[src/rtl/regfile_pkg.sv]
// Shared constants and types for the register-file write-back path.
//   DW / AW / NREG : data width, register address width, register count
//   req_id_t       : write-back requester identity (ALU or memory load unit)
//   wb_req_t       : one write-back request {valid, rd, data}
package regfile_pkg;

   localparam int DW   = 16;
   localparam int AW   = 4;
   localparam int NREG = 16;

   typedef enum logic {
      REQ_ALU = 1'b0,
      REQ_MEM = 1'b1
   } req_id_t;

   typedef struct packed {
      logic          valid;
      logic [AW-1:0] rd;
      logic [DW-1:0] data;
   } wb_req_t;

endpackage

[src/rtl/regwb_arbiter_rr_arb2.sv]
// Two-input round-robin arbiter. Owns the pointer recording the most recent
// winner; on a tie the other requester is granted.
// Ports:
//   clk, rst   : clock, synchronous active-high reset (pointer -> ALU)
//   req[1:0]   : request vector, bit 0 = ALU, bit 1 = MEM
//   accept     : a grant was taken this cycle, pointer moves to the winner
//   gnt[1:0]   : one-hot grant (combinational), zero when nothing requests
//
// State table (pointer `last`)
//   state   | meaning
//   REQ_ALU | ALU won most recently; MEM wins the next tie
//   REQ_MEM | MEM won most recently; ALU wins the next tie
module rr_arb2
   import regfile_pkg::*;
(
   input  logic       clk,
   input  logic       rst,
   input  logic [1:0] req,
   input  logic       accept,
   output logic [1:0] gnt
);

   req_id_t last_q;
   req_id_t last_d;

   always_ff @(posedge clk) begin
      if (rst) begin
         last_q <= REQ_ALU;
      end else begin
         last_q <= last_d;
      end
   end

   always_comb begin
      last_d = last_q;
      if (accept) begin
         last_d = gnt[1] ? REQ_MEM : REQ_ALU;
      end
   end

   always_comb begin
      gnt = 2'b00;
      case (req)
         2'b01:   gnt = 2'b01;
         2'b10:   gnt = 2'b10;
         2'b11:   gnt = (last_q == REQ_ALU) ? 2'b10 : 2'b01;
         default: gnt = 2'b00;
      endcase
   end

endmodule

[src/rtl/regwb_arbiter.sv]
// Write-back controller for the 16 x 16-bit register file. Shares the single
// write port between the ALU and the load unit with a round-robin valid/ready
// handshake, and keeps a busy scoreboard of registers with writes in flight.
// Ports:
//   clk, rst                      : clock, synchronous active-high reset
//   alu_valid/alu_rd/alu_data     : ALU write-back request, alu_ready = accept
//   mem_valid/mem_rd/mem_data     : load write-back request, mem_ready = accept
//   issue_valid/issue_rd          : destination of the issuing instruction
//   chk_rs/chk_rt, stall          : decode source addresses, RAW hazard stall
//   busy                          : scoreboard, one bit per register
//   add_Rd/data_wr/regwr          : registered register-file write port
module regwb_arbiter
   import regfile_pkg::wb_req_t;
#(
   parameter int DW   = regfile_pkg::DW,
   parameter int AW   = regfile_pkg::AW,
   parameter int NREG = regfile_pkg::NREG
) (
   input  logic            clk,
   input  logic            rst,
   input  logic            alu_valid,
   input  logic [AW-1:0]   alu_rd,
   input  logic [DW-1:0]   alu_data,
   output logic            alu_ready,
   input  logic            mem_valid,
   input  logic [AW-1:0]   mem_rd,
   input  logic [DW-1:0]   mem_data,
   output logic            mem_ready,
   input  logic            issue_valid,
   input  logic [AW-1:0]   issue_rd,
   input  logic [AW-1:0]   chk_rs,
   input  logic [AW-1:0]   chk_rt,
   output logic            stall,
   output logic [NREG-1:0] busy,
   output logic [AW-1:0]   add_Rd,
   output logic [DW-1:0]   data_wr,
   output logic            regwr
);

   wb_req_t         alu_req;
   wb_req_t         mem_req;
   wb_req_t         win;
   logic [1:0]      gnt;
   logic            accept;
   logic [NREG-1:0] busy_q;
   logic [NREG-1:0] busy_d;
   logic [NREG-1:0] set_mask;
   logic [NREG-1:0] clr_mask;

   assign alu_req = '{valid: alu_valid, rd: alu_rd, data: alu_data};
   assign mem_req = '{valid: mem_valid, rd: mem_rd, data: mem_data};

   rr_arb2 u_arb (
      .clk    (clk),
      .rst    (rst),
      .req    ({mem_req.valid, alu_req.valid}),
      .accept (accept),
      .gnt    (gnt)
   );

   // Grants are suppressed during reset so nothing is taken while the
   // write port and scoreboard are being cleared.
   assign alu_ready = gnt[0] & ~rst;
   assign mem_ready = gnt[1] & ~rst;
   assign win       = mem_ready ? mem_req : alu_req;
   assign accept    = win.valid & (alu_ready | mem_ready);

   always_ff @(posedge clk) begin
      if (rst) begin
         add_Rd  <= '0;
         data_wr <= '0;
         regwr   <= 1'b0;
      end else begin
         regwr <= accept && (win.rd != '0);
         if (accept) begin
            add_Rd  <= win.rd;
            data_wr <= win.data;
         end
      end
   end

   // Set is applied after clear: a newer producer of the same register is
   // still in flight when an older write retires on the same edge.
   always_comb begin
      set_mask = '0;
      clr_mask = '0;
      if (accept) begin
         clr_mask[win.rd] = 1'b1;
      end
      if (issue_valid) begin
         set_mask[issue_rd] = 1'b1;
      end
      busy_d    = (busy_q & ~clr_mask) | set_mask;
      busy_d[0] = 1'b0;
   end

   always_ff @(posedge clk) begin
      if (rst) begin
         busy_q <= '0;
      end else begin
         busy_q <= busy_d;
      end
   end

   assign busy  = busy_q;
   assign stall = busy_q[chk_rs] | busy_q[chk_rt];

endmodule

[config.mk]
export PLATFORM = sky130hd
export DESIGN_NAME = regwb_arbiter
export DESIGN_NICKNAME = d
export VERILOG_FILES = /design/src/rtl/regfile_pkg.sv /design/src/rtl/regwb_arbiter_rr_arb2.sv /design/src/rtl/regwb_arbiter.sv
export SDC_FILE = /design/constraint.sdc
export NUM_CORES = 1
export LEC_CHECK = 0
export CORE_MARGIN = 1
export CORE_UTILIZATION = 25
export DETAILED_ROUTE_END_ITERATION = 8
export GPL_ROUTABILITY_DRIVEN = 0
export MAX_ROUTING_LAYER = met4
export SLEW_MARGIN = 0
export SYNTH_ARGS = -nofsm -noshare
export SYNTH_HDL_FRONTEND = slang
export SYNTH_SLANG_ARGS = --single-unit
[constraint.sdc]
create_clock -name clk -period 3.3 [get_ports clk]
set_input_delay 0.825 -clock clk [delete_from_list [all_inputs] [get_ports clk]]
set_output_delay 0.825 -clock clk [all_outputs]
set_load 0.02 [all_outputs]
==> metrics.txt <==
sequential element share of the synthesized area=0.3221; die outline width=97.91 µm; Final ANT Viol Nets=0; final setup skew=0.008430 ns; placed insts=473; RSZ-0062 raised after global routing=no; Peak VDD IR=149.9 µV; failing checks=DRC; first-pass GRT wire length=12660 µm; worst-margin pin slew=0.6598 ns; part of the cycle the worst path needs=0.9887; Post-route DRC=7; final setup violation count=0; status=finished, violations left; Initial Utilization=0.2612; fin nets=429; IO Port Bufs=95; Clock Latency Late Sink=0.29 ns; # rows=34; CP arrival=2.44 ns; CTS tree=yes; largest net degree at the start of global routing=47; Die Area=0.009586 mm²; post-route cell area=0.003532 mm²; Cell Count, Final, Fillers Out=481; Final Hold Slack=0.4931 ns; Leakage=0.001270 µW; Die Ht=97.91 µm; DP Worst Slack=-0.5212 ns; total global routing overflow=0; post-synthesis register bit count=37; r2r setup slk=1.53 ns; share of layout cells above drive strength 1=0.1340; critical path endpoint category=output pin; syn_area_per_cell=8.213 µm²; Worst R2R Start=u_arb.last_q; post-synthesis net count=337; Slew Viols, Final=0; Synth cell types=53; endpoints failing hold=0; Reg2Reg Depth=4; Hold Crit Class=flip-flop to flip-flop; area grow syn2layout=53.59%; Worst-path clk slew=0.08 ns; instance area at placement=0.003377 mm²; Critical Path RT=2.47 ns; Syn Inst Count=280; post-layout minimum cycle time=3.263 ns; gr usage total=0.1695; post-synthesis cell area=0.002300 mm²; final wirelength=7970 µm; DR vias/cell=5.345; Post-synth EDFFs=0; Vias=2571; total inserted antenna cells=0; Startpoint Class=input pin; R2R Path End=busy[15]; hold path depth=1; Post-synth ARST share=0; IO Count=97; clk sinks=37; antenna violations before repair=0; root buffer cell=clkbuf_8; First DRT Iteration DRCs=145; CTS max path bufs=2; CTS H-tree lvls=2; hold path start=add_Rd[0]; vias in the first global route=2540; Crit Path Class=input pin to output pin; synth warn=0; CP max FO=2; hold endpoint=add_Rd[0]; total CTS buffers=5; Final Worst Setup Slack=0.03741 ns; pwr/cell area=351.4 mW/mm²; Max Fclk=306.5 MHz; relative slew slack=0.5601; Post-CTS Setup Repair Bufs=0; setup_tns=0 ns; post-DP HPWL=5894 µm; DRT Pass-1 Iters=6; Placeable Area=0.008806 mm²; max_cap viols=0; Avg WL per Cell=16.57 µm; Post-synth top flop=dfxtp_1; Hold Buf Count CTS=0
-- area by class of cell --
cell class / count / area (µm²)
clock buffer: 7 / 86.33
timing repair buffer: 108 / 1042
clock inverter: 1 / 30.03
sequential: 37 / 740.7
fill: 907 / 5274
tap: 108 / 135.1
inverter: 12 / 45.04
multi-input combinational: 208 / 1453
-- layout by cell type (no fill, tap or decap), drive strengths merged, types with 2 or more instances in the layout --
cell and n:
clkdlybuf4s50 87, nor2 38, dfxtp 37, nand2 23, buf 15, a311oi 14, nand3 12, inv 12
a211oi 10, o21ai 9, o32ai 9, nor2b 8, nor4 8, mux2 8, clkbuf 7, a21oi 6
o211ai 6, nand2b 5, mux4 5, o22ai 4, dlygate4sd2 4, or2 3, a31o 3, o221a 3
or4b 3, o2111ai 2, o41ai 2, a31oi 2, nor3 2, and3 2, dlymetal6s2s 2, a21boi 2
a221oi 2, or4 2
-- timing repair --
action	4_1_cts	5_1_grt
pin swaps	0	1
endpoints found under the setup margin	1	2
gates resized for setup	9	7
-- stage by stage --
| step | utilization | power [µW] |
|---|---|---|
| after floorplan | - | 662.2 |
| after global placement | 0.3835 | 833.3 |
| after detailed placement | 0.3835 | 836.7 |
| after CTS | 0.3963 | 1248 |
| after global routing | 0.4011 | 1293 |
| final | 0.4011 | 1241 |
-- worst max path at each step --
stage          slack [ns]  startpoint  endpoint  cells after the start
3_5_place_dp        -0.52   chk_rt[1]     stall                      5
5_1_grt             0.005   chk_rs[1]     stall                      6
2_1_floorplan        0.40   chk_rs[2]     stall                      5
6_report             0.04   chk_rs[1]     stall                      6
4_1_cts              0.03   chk_rs[2]     stall                      7
3_3_place_gp        -0.50   chk_rt[1]     stall                      5
-- cells in the mapped netlist (4+ instances only) --
cell type | instances | share of area
dfxtp_1 | 37 | 0.32
a311oi_1 | 14 | 0.053
mux4_2 | 5 | 0.049
nand3_1 | 12 | 0.026
nand2_1 | 23 | 0.038
mux2_2 | 7 | 0.034
nand2b_1 | 5 | 0.014
inv_1 | 11 | 0.018
a21oi_1 | 6 | 0.013
o32ai_1 | 9 | 0.034
nor2b_1 | 8 | 0.022
o21ai_0 | 9 | 0.020
nor4_1 | 8 | 0.022
o22ai_1 | 4 | 0.011
a211oi_1 | 9 | 0.029
o211ai_1 | 6 | 0.020
nor2_1 | 38 | 0.062
clkbuf_1 | 16 | 0.026
-- power breakdown --
part           switching, µW  internal, µW  leakage, µW  total [µW]
combinational            171           169     0.000907         340
sequential              17.9           473     0.000305         491
clock                    164           247    0.0000585         411
-- cell families after synthesis --
kind of cell | share of synthesized area
other | 0.001631
DFF | 0.3221
muxes | 0.09249
buffers and inverters | 0.06365
and+or+nand+nor | 0.2427
AOI/OAI and AO/OA | 0.2775
-- worst max-delay path, cell delays in order --
cell	delay, ns
clkdlybuf4s50_1	0.50
mux4_2	0.51
nor2_1	0.10
a311oi_1	0.05
a211o_1	0.29
buf_2	0.16
-- flip-flops by register name (all words and copies together) (netlist names) --
| register | count |
|---|---|
| regwr | 1 |
| data_wr | 16 |
| add_Rd | 4 |
| u_arb.last_q | 1 |
| busy | 15 |
-- per-layer routing --
metal,global-route usage,vias to the layer above,wire (µm),share of wire
met1,0.2061,1196,3613,0.45
li1,-,1248,-,-
met3,0.03436,8,547,0.069
met5,-,-,0,0
met2,0.2811,119,3727,0.47
met4,0.05245,0,82,0.010
Note: power is estimated with default switching activity, not from simulation.
